[config.mk]
export PLATFORM = sky130hd
export DESIGN_NAME = seg7_scan_ctrl_flat
export DESIGN_NICKNAME = d
export VERILOG_FILES = /design/src/rtl/seg7_pkg.sv /design/src/rtl/seg7_scan_ctrl_if.sv /design/src/rtl/bcd7seg.sv /design/src/rtl/seg7_scan_ctrl.sv /design/src/flat_wrapper.sv
export SDC_FILE = /design/constraint.sdc
export NUM_CORES = 1
export LEC_CHECK = 0
export BUFFER_PORTS_ARGS = -buffer_cell sky130_fd_sc_hd__buf_4
export CAP_MARGIN = 20
export CORE_MARGIN = 1.5
export CORE_UTILIZATION = 52
export DETAILED_ROUTE_END_ITERATION = 6
export GPL_TIMING_DRIVEN = 0
export PLACE_DENSITY = 0.74
export SYNTH_ARGS = -nofsm -noshare
export SYNTH_HDL_FRONTEND = slang
export SYNTH_SLANG_ARGS = --single-unit
[constraint.sdc]
create_clock -name clk -period 2.6 [get_ports clk]
set_input_delay 0 -clock clk [delete_from_list [all_inputs] [get_ports clk]]
set_output_delay 0 -clock clk [all_outputs]
set_load 0.05 [all_outputs]
[src/rtl/seg7_pkg.sv]
// Shared definitions for the 7-segment scan controller and its decoder.
package seg7_pkg;

    // Segment patterns are ordered {a,b,c,d,e,f,g}, active-high.
    localparam logic [6:0] SEG_BLANK = 7'b0000000;
    localparam logic [6:0] SEG_DASH  = 7'b0000001;

    typedef enum logic {
        ST_BLANK = 1'b0,
        ST_SHOW  = 1'b1
    } state_t;

    // A nibble is a displayable decimal digit only when it is 0..9.
    function automatic logic bcd_valid(input logic [3:0] nibble);
        return (nibble <= 4'd9);
    endfunction

endpackage

[src/rtl/seg7_scan_ctrl_if.sv]
// Bundle between the BCD-producing datapath and the scanned display pins.
interface seg7_scan_ctrl_if #(
    parameter int NDIG = 4
);
    logic                load;
    logic [4*NDIG-1:0]   value;
    logic                lz_blank;
    logic [NDIG-1:0]     an;
    logic [6:0]          seg;
    logic                frame_tick;
    logic                err;

    modport master (
        output load, value, lz_blank,
        input  an, seg, frame_tick, err
    );

    modport slave (
        input  load, value, lz_blank,
        output an, seg, frame_tick, err
    );
endinterface

[src/rtl/bcd7seg.sv]
// Combinational BCD to 7-segment decoder, segments {a,b,c,d,e,f,g} active-high.
module bcd7seg
    import seg7_pkg::*;
(
    input  logic [3:0] bcd_i,
    output logic [6:0] seg_o
);

    // Plain lookup; codes above 9 show a dash so a bad digit is never mistaken for a number.
    always_comb begin
        seg_o = SEG_DASH;
        case (bcd_i)
            4'd0:    seg_o = 7'b1111110;
            4'd1:    seg_o = 7'b0110000;
            4'd2:    seg_o = 7'b1101101;
            4'd3:    seg_o = 7'b1111001;
            4'd4:    seg_o = 7'b0110011;
            4'd5:    seg_o = 7'b1011011;
            4'd6:    seg_o = 7'b1011111;
            4'd7:    seg_o = 7'b1110000;
            4'd8:    seg_o = 7'b1111111;
            4'd9:    seg_o = 7'b1111011;
            default: seg_o = SEG_DASH;
        endcase
    end

endmodule

[src/rtl/seg7_scan_ctrl.sv]
// Scans a packed BCD word across NDIG common-anode digits through one shared decoder,
// with a blanking guard between digits and tear-free commits at frame boundaries.
module seg7_scan_ctrl
    import seg7_pkg::*;
#(
    parameter int NDIG      = 4,
    parameter int DIV       = 50000,
    parameter int BLANK_CYC = 2
) (
    input  logic             clk,
    input  logic             rst,
    seg7_scan_ctrl_if.slave  bus
);

    localparam int CNT_MAX = (DIV > BLANK_CYC) ? DIV : BLANK_CYC;
    localparam int CW      = $clog2(CNT_MAX + 1);
    localparam int IW      = $clog2(NDIG);
    localparam int VW      = 4 * NDIG;

    localparam logic [CW-1:0] SHOW_LAST  = CW'(DIV - 1);
    localparam logic [CW-1:0] BLANK_LAST = CW'(BLANK_CYC - 1);
    localparam logic [IW-1:0] IDX_LAST   = IW'(NDIG - 1);

    state_t            state_q;
    logic [CW-1:0]     cnt_q;
    logic [IW-1:0]     idx_q;
    logic [NDIG-1:0]   an_q;
    logic [6:0]        seg_q;
    logic              frameTick_q;
    logic              err_q;
    logic [VW-1:0]     active_q;
    logic [VW-1:0]     pending_q;
    logic              pendValid_q;

    logic [VW-1:0]     upperWord;
    logic [3:0]        nibble;
    logic              upperZero;
    logic [6:0]        decSeg;
    logic [6:0]        showSeg;
    logic [NDIG-1:0]   anOneHot;
    logic              wrapEdge;
    logic [VW-1:0]     active_d;
    logic              err_d;

    // The current digit and everything above it, so leading-zero detection is one compare.
    always_comb begin
        upperWord = active_q >> {idx_q, 2'b00};
        nibble    = upperWord[3:0];
        upperZero = (upperWord == '0);
        anOneHot  = {{(NDIG-1){1'b0}}, 1'b1} << idx_q;
    end

    bcd7seg uDecoder (
        .bcd_i (nibble),
        .seg_o (decSeg)
    );

    // Pattern for the digit about to be lit: invalid digits dash, leading zeros go dark.
    always_comb begin
        showSeg = decSeg;
        if (!bcd_valid(nibble)) begin
            showSeg = SEG_DASH;
        end else if (bus.lz_blank && (idx_q != '0) && upperZero) begin
            showSeg = SEG_BLANK;
        end
    end

    // The last SHOW cycle of the last digit is the only place a new word may take effect.
    always_comb begin
        wrapEdge = (state_q == ST_SHOW) && (cnt_q == SHOW_LAST) && (idx_q == IDX_LAST);
        active_d = active_q;
        if (wrapEdge) begin
            if (bus.load) begin
                active_d = bus.value;
            end else if (pendValid_q) begin
                active_d = pending_q;
            end
        end
    end

    // Error flag reflects the word that will be on display after the commit.
    always_comb begin
        err_d = 1'b0;
        for (int i = 0; i < NDIG; i++) begin
            if (!bcd_valid(active_d[4*i +: 4])) begin
                err_d = 1'b1;
            end
        end
    end

    // Scan FSM: alternate a dark guard and a lit dwell per digit, outputs registered with state.
    always_ff @(posedge clk or posedge rst) begin
        if (rst) begin
            state_q     <= ST_BLANK;
            cnt_q       <= '0;
            idx_q       <= '0;
            an_q        <= '0;
            seg_q       <= SEG_BLANK;
            frameTick_q <= 1'b0;
        end else begin
            frameTick_q <= 1'b0;
            case (state_q)
                ST_BLANK: begin
                    if (cnt_q == BLANK_LAST) begin
                        state_q <= ST_SHOW;
                        cnt_q   <= '0;
                        an_q    <= anOneHot;
                        seg_q   <= showSeg;
                    end else begin
                        cnt_q <= cnt_q + 1'b1;
                    end
                end
                ST_SHOW: begin
                    if (cnt_q == SHOW_LAST) begin
                        state_q     <= ST_BLANK;
                        cnt_q       <= '0;
                        an_q        <= '0;
                        seg_q       <= SEG_BLANK;
                        idx_q       <= (idx_q == IDX_LAST) ? '0 : idx_q + 1'b1;
                        frameTick_q <= (idx_q == IDX_LAST);
                    end else begin
                        cnt_q <= cnt_q + 1'b1;
                    end
                end
            endcase
        end
    end

    // Pending/active double buffer: loads park in pending, the frame wrap moves them to active.
    always_ff @(posedge clk or posedge rst) begin
        if (rst) begin
            active_q    <= '0;
            pending_q   <= '0;
            pendValid_q <= 1'b0;
            err_q       <= 1'b0;
        end else begin
            if (bus.load) begin
                pending_q <= bus.value;
            end
            if (wrapEdge) begin
                active_q    <= active_d;
                err_q       <= err_d;
                pendValid_q <= 1'b0;
            end else if (bus.load) begin
                pendValid_q <= 1'b1;
            end
        end
    end

    assign bus.an         = an_q;
    assign bus.seg        = seg_q;
    assign bus.frame_tick = frameTick_q;
    assign bus.err        = err_q;

endmodule

[src/flat_wrapper.sv]
// flat-port wrapper written by rule: the top's interface ports become plain ports
module seg7_scan_ctrl_flat import seg7_pkg::*;
#(
    parameter int NDIG      = 4,
    parameter int DIV       = 50000,
    parameter int BLANK_CYC = 2
)
  (clk, rst, bus_load, bus_value, bus_lz_blank, bus_an, bus_seg, bus_frame_tick, bus_err);
  seg7_scan_ctrl_if #(.NDIG(NDIG)) bus_i ();
  input  logic clk;
  input  logic rst;
  input wire logic [$bits(bus_i.load)-1:0] bus_load;
  input wire logic [$bits(bus_i.value)-1:0] bus_value;
  input wire logic [$bits(bus_i.lz_blank)-1:0] bus_lz_blank;
  output wire logic [$bits(bus_i.an)-1:0] bus_an;
  output wire logic [$bits(bus_i.seg)-1:0] bus_seg;
  output wire logic [$bits(bus_i.frame_tick)-1:0] bus_frame_tick;
  output wire logic [$bits(bus_i.err)-1:0] bus_err;
  assign bus_i.load = bus_load;
  assign bus_i.value = bus_value;
  assign bus_i.lz_blank = bus_lz_blank;
  assign bus_an = bus_i.an;
  assign bus_seg = bus_i.seg;
  assign bus_frame_tick = bus_i.frame_tick;
  assign bus_err = bus_i.err;
  seg7_scan_ctrl #(.NDIG(NDIG), .DIV(DIV), .BLANK_CYC(BLANK_CYC)) u_core (.clk(clk), .rst(rst), .bus(bus_i));
endmodule
==> flow_summary.json <==
{
  "track_usage_pct": 22.62,
  "synth_edf_count": 0,
  "hold_path_startpoint": "bus_load",
  "drive_gt1_share_pct": 29.20,
  "slew_viol_final": 0,
  "critical_path_required_ns": 2.83,
  "setup_viol": 0,
  "outcome": "finished, final reports clean",
  "vdd_drop_max_uv": 353.1,
  "h-tree-depth": 3,
  "drt_drc_violations_left": 0,
  "hp-class": "in -> reg",
  "end_kind": "register",
  "whs_endpoint": "u_core.pending_q[2]",
  "slew-limit-headroom_pct": 40.03,
  "grt_pass1_vias": 2389,
  "numClockSinks": 65,
  "dieArea_mm2": 0.006822,
  "worst-r2r-cell-count": 8,
  "p_sw_share_pct": 24.79,
  "gr-total-overflow": 0,
  "syn_to_final_growth_pct": 25.03,
  "synth_area_mm2": 0.003294,
  "routed_wl_um": 6902,
  "postRouteAntennaNets": 0,
  "vias": 2446,
  "crit_arrival_ns": 2.75,
  "path_clk_slew_ns": 0.07,
  "hpwl_um": 4666,
  "synth_cell_type_count": 53,
  "dr.pass1.iters": 4,
  "n_antenna_cell": 0,
  "p_leak_nw": 1.893,
  "r2r-start": "u_core.idx_q[0]",
  "coreArea_mm2": 0.006026,
  "avgRoutedWirePerCell_um": 15.76,
  "netlist_top_cells_count": "dfrtp_1, nor2_1, mux2_2",
  "synth_top_area_cell": "dfrtp_1",
  "cts_buffers": 9,
  "max_freq_mhz": 396.6,
  "start_kind": "register",
  "period_needed_ns": 2.521,
  "hold_ws_ns": 0.1197,
  "path_max_fanout": 6,
  "synthArstFlopShare_pct": 100.0,
  "clockRootBuffer": "clkbuf_8",
  "internal-power_w": 0.001627,
  "gp_congestion": 0.8657,
  "combPwrFrac_pct": 10.2,
  "ys_seq_area_share_pct": 49.37,
  "seqPwrFrac_pct": 50.0,
  "synth_nets": 322,
  "fp.dieW_um": 82.60,
  "reg2reg_to": "u_core.bus.seg[6]",
  "io_pins": 33,
  "fin_skew_ns": 0.007275,
  "final-hold-violation-count": 0,
  "antenna_found_initial": 0,
  "n_fill_cell": 469,
  "initialDrtViolationCount": 88,
  "cap_violations": 0,
  "worstHoldPathCells": 2,
  "yosys_warnings": 0,
  "p_sw_w": 0.0005363,
  "synthesis.instances": 289,
  "yosysMostFrequentCell": "dfrtp_1",
  "synth_top_cell_area_share_pct": 49.37,
  "syn_avg_cell_area_um2": 11.40,
  "clk_path_buf_depth": 2,
  "final_nets": 391,
  "vias_per_cell": 5.584,
  "p_clk_share_pct": 39.7,
  "fin_crit_sh_pct": 96.98,
  "initial_core_util_pct": 54.67,
  "die_h_um": 82.60,
  "criticalPathCategory": "reg -> reg",
  "p_total_w": 0.002163,
  "synth_seq_cells": 65,
  "cts_tree": "done",
  "synth_area_leaders": "dfrtp_1, mux2_2, ha_1",
  "io_buffers": 31,
  "grt_start_max_net_pins": 42,
  "rsz0062_at_grt": "true",
  "grt_pass1_wl_um": 11450,
  "clk-insertion-delay-late_ns": 0.34,
  "tightest_slew_ns": 0.8983,
  "num_rows": 28,
  "rrSetupSlack_ns": 0.08,
  "p_per_area_mw_per_mm2": 525.2,
  "ys.flop_type": "dfrtp_1"
}
-- per-stage QoR --
stage	area, um2	setup WS [ns]	std cells	TNS, ns	util, %
after floorplan	3308	0.03956	289	0	-
after global placement	3635	-0.07581	395	-0.3023	60.32
after detailed placement	3655	-0.1147	396	-0.5024	60.65
after CTS	4068	0.01655	433	0	67.50
after global routing	4119	-0.02272	438	-0.05229	68.36
final	4119	0.07858	438	0	68.36
-- timing repair --
item / 4_1_cts / 5_1_grt
hold buffers: 17 / 0
gates resized for setup: 2 / 3
setup endpoints to repair: 5 / 5
endpoints found under the hold margin: 62 / 0
pin swaps: 1 / 0
buffers inserted: 4 / 5
-- power by group through the flow --
stage	registers (W)	clock network (W)	logic [W]
after floorplan	0.00112	0	0.000100
after global placement	0.00110	0	0.000186
after detailed placement	0.00110	0	0.000195
after CTS	0.00108	0.000873	0.000219
after global routing	0.00109	0.000918	0.000243
final	0.00108	0.000860	0.000222
-- cell type report --
cell class	instances	area, um2	share of cell area [%]
Sequential cell	65	1627	39.49
Multi-Input combinational cell	200	1592	38.64
Timing Repair Buffer	58	490.5	11.91
Clock buffer	11	141.4	3.433
Tap cell	75	93.84	2.278
Buffer	10	67.56	1.640
Clock inverter	5	55.05	1.337
Inverter	14	52.55	1.276
-- sequential cells by signal (all words and copies together) (netlist names) --
register / flops
u_core.pendValid_q: 1
u_core.bus.err: 1
u_core.bus.frame_tick: 1
u_core.bus.an: 4
u_core.state_q: 1
u_core.cnt_q: 16
u_core.idx_q: 2
u_core.active_q: 16
u_core.pending_q: 16
u_core.bus.seg: 7
-- cells in the final DEF, fill, tap and decap left out, types with 2 or more instances in the layout --
cell type / instances
and4_1: 3
o21ai_0: 7
o21ai_2: 2
a31oi_1: 4
inv_1: 11
xnor2_1: 5
nor3_4: 2
mux4_2: 3
mux2_2: 18
a21oi_1: 14
o22ai_1: 2
nor2_1: 31
a21o_1: 3
nor3b_1: 4
a22oi_1: 4
nand2_1: 13
nand3_1: 8
clkbuf_8: 10
clkbuf_1: 4
a22o_1: 11
inv_2: 3
xor2_1: 9
dfrtp_1: 65
buf_2: 3
mux2i_1: 4
and3_1: 6
nor4_1: 5
o221a_2: 2
nor2b_1: 4
ha_1: 12
clkinv_2: 2
buf_4: 42
clkinvlp_4: 2
dlygate4sd3_1: 17
-- layer usage --
layer	global-route usage, %	up-vias	share of wire, %	routed length, um
met4	6.500	0	1.1	74
met1	30.83	1182	47	3245
li1	-	1192	-	-
met5	0	-	0	0
met2	36.02	62	48	3338
met3	5.275	10	3.5	243
-- logic make-up (layout without fill, tap and decap cells) --
family	Yosys count	count (layout)	share of synthesized area (%)
compound gates	61	61	14.05
buf+inv	24	98	3.304
fa+ha+maj	13	13	4.937
xor+xnor	14	14	3.722
mux	26	26	9.874
simple gates	86	86	14.74
flops	65	65	49.37
-- how the worst max path moves through the flow --
| stage | depth (start not counted) | endpoint | slack, ns | from |
|---|---|---|---|---|
| 2_1_floorplan | 8 | u_core.bus.seg[6] | 0.04 | u_core.idx_q[0] |
| 3_3_place_gp | 8 | u_core.bus.seg[6] | -0.08 | u_core.idx_q[0] |
| 3_5_place_dp | 8 | u_core.bus.seg[6] | -0.11 | u_core.idx_q[0] |
| 4_1_cts | 8 | u_core.bus.seg[6] | 0.02 | u_core.idx_q[0] |
| 5_1_grt | 8 | u_core.bus.seg[6] | -0.02 | u_core.idx_q[0] |
| 6_report | 8 | u_core.bus.seg[6] | 0.08 | u_core.idx_q[0] |
-- worst max-delay path, cell delays in order, from the launching register on --
cell	delay, ns
dfrtp_1	0.37
buf_8	0.13
mux4_2	0.52
inv_2	0.10
ha_4	0.13
or4bb_1	0.41
o41a_4	0.38
a21boi_4	0.16
a22o_1	0.20
Note: power is estimated with default switching activity, not from simulation.
